## config.mk

```make
export PLATFORM = sky130hd
export DESIGN_NAME = seg7_scan_driver
export DESIGN_NICKNAME = d
export VERILOG_FILES = /design/src/rtl/seg7_pkg.sv /design/src/rtl/seg7_digit_lut.sv /design/src/rtl/seg7_scan_driver.sv
export SDC_FILE = /design/constraint.sdc
export NUM_CORES = 1
export LEC_CHECK = 0
export CORE_ASPECT_RATIO = 0.8
export CORE_MARGIN = 4
export CORE_UTILIZATION = 41
export CTS_CLUSTER_SIZE = 25
export DETAILED_ROUTE_END_ITERATION = 10
export HOLD_SLACK_MARGIN = 0.15
export PLACE_DENSITY = 0.59
export SYNTH_ARGS = -nofsm -noshare
export SYNTH_HDL_FRONTEND = slang
export SYNTH_SLANG_ARGS = --single-unit
export TNS_END_PERCENT = 1
```

## constraint.sdc

```tcl
create_clock -name clk -period 5.5 [get_ports clk]
set_input_delay 1.65 -clock clk [delete_from_list [all_inputs] [get_ports clk]]
set_output_delay 1.65 -clock clk [all_outputs]
set_load 0.1 [all_outputs]
```

## src/rtl/seg7_pkg.sv

```systemverilog
// Shared constants and types for the seven-segment scan driver.
// Segment patterns are ordered g..a in bits 6..0 and are active-low.
package seg7_pkg;

    typedef logic [3:0] digit_code_t;

    localparam logic [6:0] SEG_BLANK = 7'h7F;
    localparam digit_code_t MAX_BCD = 4'd9;

    // Entry 15 (F) is leftmost, entry 0 rightmost.
    localparam logic [15:0][6:0] SEG_TABLE = {
        7'h0E, 7'h06, 7'h21, 7'h46, 7'h03, 7'h08, 7'h10, 7'h00,
        7'h78, 7'h02, 7'h12, 7'h19, 7'h30, 7'h24, 7'h79, 7'h40
    };

endpackage

```

## src/rtl/seg7_digit_lut.sv

```systemverilog
// Maps one digit code to its active-low segment pattern; codes above 9
// render blank unless hex_mode is set.
module seg7_digit_lut
    import seg7_pkg::*;
(
    input  logic [3:0] code,
    input  logic       hex_mode,
    output logic [6:0] seg
);

    always_comb begin
        seg = SEG_TABLE[code];
        if (!hex_mode && (code > MAX_BCD)) begin
            seg = SEG_BLANK;
        end
    end

endmodule

```

## src/rtl/seg7_scan_driver.sv

```systemverilog
// Multiplexed seven-segment scan driver with a one-cycle anti-ghost gap per slot.
// Optional leading-zero blanking is enabled by defining SEG7_LZ_BLANK_EN.
module seg7_scan_driver
    import seg7_pkg::*;
#(
    parameter int NUM_DIGITS = 4,
    parameter int PRESCALE   = 50000
) (
    input  logic                    clk,
    input  logic                    rst,
    input  logic [4*NUM_DIGITS-1:0] code_in,
    input  logic [NUM_DIGITS-1:0]   dp_in,
    input  logic                    load,
    input  logic                    hex_mode,
    output logic [6:0]              seg_n,
    output logic                    dp_n,
    output logic [NUM_DIGITS-1:0]   an_n,
    output logic                    frame_done,
    output logic                    code_err
);

    localparam int CW = $clog2(PRESCALE);
    localparam int IW = $clog2(NUM_DIGITS);
    localparam logic [CW-1:0] CNT_LAST = CW'(PRESCALE - 1);
    localparam logic [IW-1:0] IDX_LAST = IW'(NUM_DIGITS - 1);

    logic [CW-1:0]           cnt;
    logic [IW-1:0]           idx;
    logic [IW-1:0]           nxt_idx;
    logic                    started;
    logic                    gap;
    logic                    tick;
    logic [4*NUM_DIGITS-1:0] shadow_code;
    logic [NUM_DIGITS-1:0]   shadow_dp;
    digit_code_t             cur_code;
    logic                    cur_dp;
    logic                    cur_blank;
    logic [6:0]              lut_seg;
    logic                    load_err;

    assign tick = (cnt == CNT_LAST);

    // The first tick after reset only opens the digit-0 slot; later ticks advance.
    always_comb begin
        nxt_idx = idx;
        if (started) begin
            nxt_idx = (idx == IDX_LAST) ? '0 : idx + IW'(1);
        end
    end

    always_comb begin
        load_err = 1'b0;
        for (int i = 0; i < NUM_DIGITS; i++) begin
            if (code_in[4*i +: 4] > MAX_BCD) begin
                load_err = 1'b1;
            end
        end
        load_err = load_err && !hex_mode;
    end

    seg7_digit_lut u_lut (
        .code     (cur_code),
        .hex_mode (hex_mode),
        .seg      (lut_seg)
    );

`ifdef SEG7_LZ_BLANK_EN
    logic [NUM_DIGITS-1:0] lz_mask;

    always_comb begin
        logic zero_above;
        zero_above = 1'b1;
        lz_mask    = '0;
        for (int i = NUM_DIGITS - 1; i >= 1; i--) begin
            zero_above = zero_above && (shadow_code[4*i +: 4] == 4'd0);
            lz_mask[i] = zero_above;
        end
    end

    always_ff @(posedge clk or posedge rst) begin
        if (rst) begin
            cur_blank <= 1'b0;
        end else if (tick) begin
            cur_blank <= lz_mask[nxt_idx];
        end
    end
`else
    assign cur_blank = 1'b0;
`endif

    // Digit data is latched on the tick edge so a load landing on tick or gap
    // only affects later slots; the LUT and hex_mode are resolved in the gap.
    always_ff @(posedge clk or posedge rst) begin
        if (rst) begin
            cnt        <= '0;
            idx        <= '0;
            started    <= 1'b0;
            gap        <= 1'b0;
            cur_code   <= '0;
            cur_dp     <= 1'b0;
            frame_done <= 1'b0;
            an_n       <= '1;
            seg_n      <= SEG_BLANK;
            dp_n       <= 1'b1;
        end else begin
            cnt        <= tick ? '0 : cnt + CW'(1);
            gap        <= tick;
            frame_done <= tick && started && (idx == IDX_LAST);
            if (tick) begin
                started  <= 1'b1;
                idx      <= nxt_idx;
                cur_code <= shadow_code[4*nxt_idx +: 4];
                cur_dp   <= shadow_dp[nxt_idx];
                an_n     <= '1;
                seg_n    <= SEG_BLANK;
                dp_n     <= 1'b1;
            end else if (gap) begin
                an_n  <= ~(NUM_DIGITS'(1) << idx);
                seg_n <= cur_blank ? SEG_BLANK : lut_seg;
                dp_n  <= ~cur_dp;
            end
        end
    end

    always_ff @(posedge clk or posedge rst) begin
        if (rst) begin
            shadow_code <= '0;
            shadow_dp   <= '0;
            code_err    <= 1'b0;
        end else if (load) begin
            shadow_code <= code_in;
            shadow_dp   <= dp_in;
            code_err    <= load_err;
        end
    end

endmodule
```

==> reports/results.ini, run 1 <==
[status]
outcome=finished clean

[grt]
grt_pass1_wl_um=9970
grt_usage=0.147
grt_max_degree=39
antenna_found_initial=0
grt-ovfl-total=0
first_global_vias=2018

[yosys]
synth.distinct_cells=44
avgSynthCellArea_um2=11.6
synth.cell_area_um2=2930
synth_top_cell_by_area=dfrtp_1
ys_warn_count=0
syn_inst=252
yosys.area.top_type_share=0.402
ys_seq_elements=59
ys_seq_area_frac=0.510
synth-edff-count=0
synthFlopType=dfrtp_1
synthArstFlopShare=1.00
syn_nets=287
synth_area_leaders=dfrtp_1, dfstp_2, mux2_2

[place]
place_area_um2=3370
placed_cells=367
gp_congestion=0.772
dp_slack_ns=2.20
dp_hpwl_um=4160
port_buffers=37

[die]
die_width_um=102
ios=38
row_count=27
core_um2=6930
chipHeight_um=83.6
start_util=0.422
dieArea_um2=8560

[worst_setup_path]
crit_path_start_kind=flip-flop
max_stage_delay_ns=1.13
crit_type=reg2out
critPathArrivalTime_ns=1.99
cp_max_fo=2
path_cells=clkdlybuf4s50_1
path_buf_inv=1
crit_family=buffers and inverters
cp_slowest_cell=clkdlybuf4s50_1
end_kind=primary output
required_ns=3.85

[timing]
postLayoutSetupSlackWorst_ns=1.86
drv_slew=0
max_slew_margin=0.348
final.period_utilization=0.662
post-route-min-period_ns=3.64
setup_viol=0
worst_pin_slew_ns=0.974
max_freq_mhz=275
tns_ns=0
rsz0062_at_grt=false
finalHoldViolCount=0
hold_ws_ns=0.489
fin_skew_ns=0.00749

[hold_path]
min_path_type=reg2reg

[power]
clockPowerShare=0.427
seq_power_share=0.503
p_int_uw=720
power.density_nw_per_um2=255
power_leakage_uw=0.00152
peakVddDrop_mv=0.147
comb_power_share=0.069
p_sw_uw=191
switching_share=0.210

[job]
drv_cap=0

[final_layout]
final_common_cell=dfrtp_1
n_antenna_cell=0
layout-drive-gt1-share=0.206
area_delta_synth_final_pct=22.0
postLayoutCellArea_um2=3570
layout_common_cells=dfrtp_1, clkdlybuf4s50_1, mux2_2
num-fill-cells=610
layout.nets=326
stdcell_count=383

[clock_tree]
cts_root_buf=clkbuf_8
cts_buffers=9
cts_hold_buf=0
cts_tree=yes
clk_path_buf_depth=2
post_cts_resized=0
clk_pin_slew_ns=0.06
h-tree-depth=3
cts_setup_buffers=0
clk_latency_ns=0.33
cts.sinks=59

[detailed_routing]
drc=0
via_per_inst=5.26
ant_nets=0
drt_iter0_drc=69
wl_um=5740
wl_per_cell_um=15.0
vias=2013
dr.pass1.iters=4

per-stage QoR:
step                power (uW)  utilization
CTS                        927        0.515
global route               954        0.515
finish                     911        0.515
detailed placement         530        0.487
global placement           529        0.487
floorplan                  500            -
flip-flops by register name (all words and copies together) (netlist names):
signal       count
started          1
dp_n             1
idx              2
an_n             4
frame_done       1
cur_code         4
shadow_dp        4
cnt             16
code_err         1
cur_dp           1
seg_n            7
shadow_code     16
gap              1
layer usage:
layer,vias to the layer above,routed length (um),GRT usage
met1,969,3020,0.222
met5,-,0,0
met4,0,55,0.0465
met3,7,333,0.0468
met2,50,2340,0.199
li1,987,-,-
synth_stat cells, drive strengths merged, types with 3 or more instances:
| master | n |
|---|---|
| dfstp | 12 |
| nor2 | 19 |
| and4 | 3 |
| o21ai | 19 |
| and3 | 4 |
| mux4 | 6 |
| xnor2 | 6 |
| xor2 | 4 |
| nor3 | 3 |
| a21oi | 7 |
| nand3 | 8 |
| nand2 | 18 |
| nand4 | 4 |
| ha | 11 |
| mux2 | 27 |
| dfrtp | 47 |
| inv | 14 |
| nor2b | 3 |
| clkbuf | 8 |
path summary, 6_finish.rpt:
kind / from / endpoint / slack (ns) / cells past startpoint
min in group asynchronous: rst / cnt[12] / 1.65 / 2
hold reg to reg: cnt[10] / cnt[10] / 0.49 / 1
max in group asynchronous: rst / seg_n[1] / 3.00 / 3
setup reg to reg: idx[1] / cur_code[1] / 3.27 / 5
hold / removal: cnt[10] / cnt[10] / 0.49 / 1
setup / recovery: an_n[2] / an_n[2] / 1.86 / 1
cell families after synthesis:
kind of cell / Yosys count / synth area share
AOI/OAI and AO/OA: 41 / 0.0885
xor gates and xnor gates: 10 / 0.0299
and+or+nand+nor: 72 / 0.128
DFF: 59 / 0.510
adders and majority gates: 11 / 0.0470
muxes: 35 / 0.165
buffers and inverters: 24 / 0.0317
power by group through the flow:
| stage | Clock (uW) | Combinational [uW] | Sequential, uW |
|---|---|---|---|
| final | 389 | 63.3 | 458 |
| after global routing | 425 | 69.0 | 460 |
| after CTS | 405 | 64.6 | 458 |
| after detailed placement | 0 | 64.5 | 466 |
| after global placement | 0 | 63.8 | 465 |
| after floorplan | 0 | 31.2 | 469 |
cell type report:
type                            count  area (um^2)  share of cell area
Sequential cell                    59         1490               0.418
Multi-Input combinational cell    169         1340               0.376
Timing Repair Buffer               38          378               0.106
Clock buffer                       14          163              0.0456
Tap cell                           87          109              0.0305
Inverter                           14         52.6              0.0147
Clock inverter                      2         35.0             0.00981
(Power assumes the default switching activity.)
==> inputs of run 2 (changes only) <==
- PLACE_DENSITY: 0.59 -> 0.62
- clock period: 5.5 -> 3.3 ns (I/O delays scaled with it)
==> run 2 against run 1 <==
  * Sequential power up 66%
  * Worst hold slack better by 0.0074 ns
  * Sequential cell count unchanged
  * Final area down 0.35%
  * Wire length down 1.4%
  * Setup slack worse by 0.80 ns
  * Sequential share of layout area up 0.15 points
  * Cell count up 0.26%
  * Critical endpoint is now cur_code[1]
  * Largest cell class unchanged
  * Largest power group unchanged
==> reports/results.ini, run 2 (synthesis results as in run 1) <==
[die]
dieArea_um2=8560
start_util=0.422
die_width_um=102
row_count=27
core_um2=6930
ios=38
chipHeight_um=83.6

[detailed_routing]
wl_um=5660
drt_iter0_drc=127
via_per_inst=5.22
dr.pass1.iters=4
met2_length_um=2260
vias=2004
wl_met3_um=387
ant_nets=0
wl_per_cell_um=14.8
routed.top_layer=met4
drc=0
met1_length_um=2920

[clock_tree]
cts_buffers=9
clk_pin_slew_ns=0.07
cts_setup_buffers=0
post_cts_resized=0
clk_latency_ns=0.34
cts_hold_buf=0
cts.sinks=59
h-tree-depth=3
cts_tree=yes
clk_path_buf_depth=2
cts_root_buf=clkbuf_8

[worst_setup_path]
max_stage_delay_ns=0.62
path_cells=ha_1 -> or3b_1 -> o21ai_2 -> mux4_1 -> mux2_2
crit_type=reg2reg
required_ns=3.53
cp_slowest_cell=mux4_1
critPathArrivalTime_ns=2.47
cp_max_fo=6
crit_path_start_kind=flip-flop
end_kind=flip-flop

[final_layout]
layout-drive-gt1-share=0.266
layout_common_cells=dfrtp_1, mux2_2, clkdlybuf4s50_1
n_antenna_cell=0
area_delta_synth_final_pct=21.6
num-fill-cells=613
multi_input_area_um2=1340
stdcell_count=384
top_regs=cnt x16, shadow_code x16, seg_n x7
layout.nets=327
final_common_cell=dfrtp_1
seq_area_um2=1490

[place]
port_buffers=37
dp_hpwl_um=4020
gp_congestion=0.784
dp_slack_ns=0.919
placed_cells=368

[timing]
worst_pin_slew_ns=0.634
tns_ns=0
final.period_utilization=0.678
fin_skew_ns=0.00786
postLayoutSetupSlackWorst_ns=1.06
setup_viol=0
drv_slew=0
post-route-min-period_ns=2.24
max_slew_margin=0.578
hold_ws_ns=0.496
max_freq_mhz=447
finalHoldViolCount=0
rsz0062_at_grt=false

[power]
total_power_uw=1530
power.density_nw_per_um2=429
power_leakage_uw=0.00154
peakVddDrop_mv=0.243

[grt]
grt_usage=0.147
grt_max_degree=37
grt_pass1_wl_um=9760
first_global_vias=1931
grt-ovfl-total=0
antenna_found_initial=0

[hold_path]
min_path_type=reg2reg

[job]
drv_cap=0

[status]
outcome=finished clean

-- run 2: cell count changes in the layout (fill, tap and decap cells not counted), sizes merged --
cell,before,now
clkinv,1,3
clkbuf,14,9
buf,1,16
clkinvlp,0,2
inv,14,15
clkdlybuf4s50,37,23
-- run 2: cell type report --
cell class / count / share of cell area
flip-flops and latches: 59 / 0.419
multi-input cells: 169 / 0.377
repair buffers: 39 / 0.102
clock buffers: 9 / 0.0348
well taps: 87 / 0.0306
clock inverters: 7 / 0.0215
inverters: 14 / 0.0148
-- run 2: path summary, 6_finish.rpt --
kind                         from           to  slack (ns)  cells after the start
max in group asynchronous     rst     seg_n[1]        1.66                      3
max                        idx[1]  cur_code[1]        1.06                      5
min in group asynchronous     rst       cnt[8]        1.00                      2
min                        cnt[0]       cnt[0]        0.50                      1
min reg2reg                cnt[0]       cnt[0]        0.50                      1
max reg2reg                idx[1]  cur_code[1]        1.06                      5
-- run 2: metal layers --
layer / vias up / global-route usage
met1: 956 / 0.219
met5: - / 0
met4: 0 / 0.0596
met2: 51 / 0.193
met3: 11 / 0.0493
li1: 986 / -
-- run 2: worst max-delay path, delay by kind of cell (launching register included) --
| family | cells | cell delay [ns] |
|---|---|---|
| and+or+nand+nor | 1 | 0.37 |
| muxes | 2 | 0.89 |
| AOI/OAI and AO/OA | 1 | 0.18 |
| adders and majority gates | 1 | 0.24 |
| DFF | 1 | 0.45 |
-- run 2: power breakdown --
group	internal (uW)	switching [uW]
sequential	750	12.5
combinational	60.7	47.3
clock	351	304
-- run 2: metrics by stage --
step	util	area [um^2]
finish	0.514	3560
global route	0.514	3560
CTS	0.514	3560
detailed placement	0.485	3360
global placement	0.485	3360
floorplan	-	2930
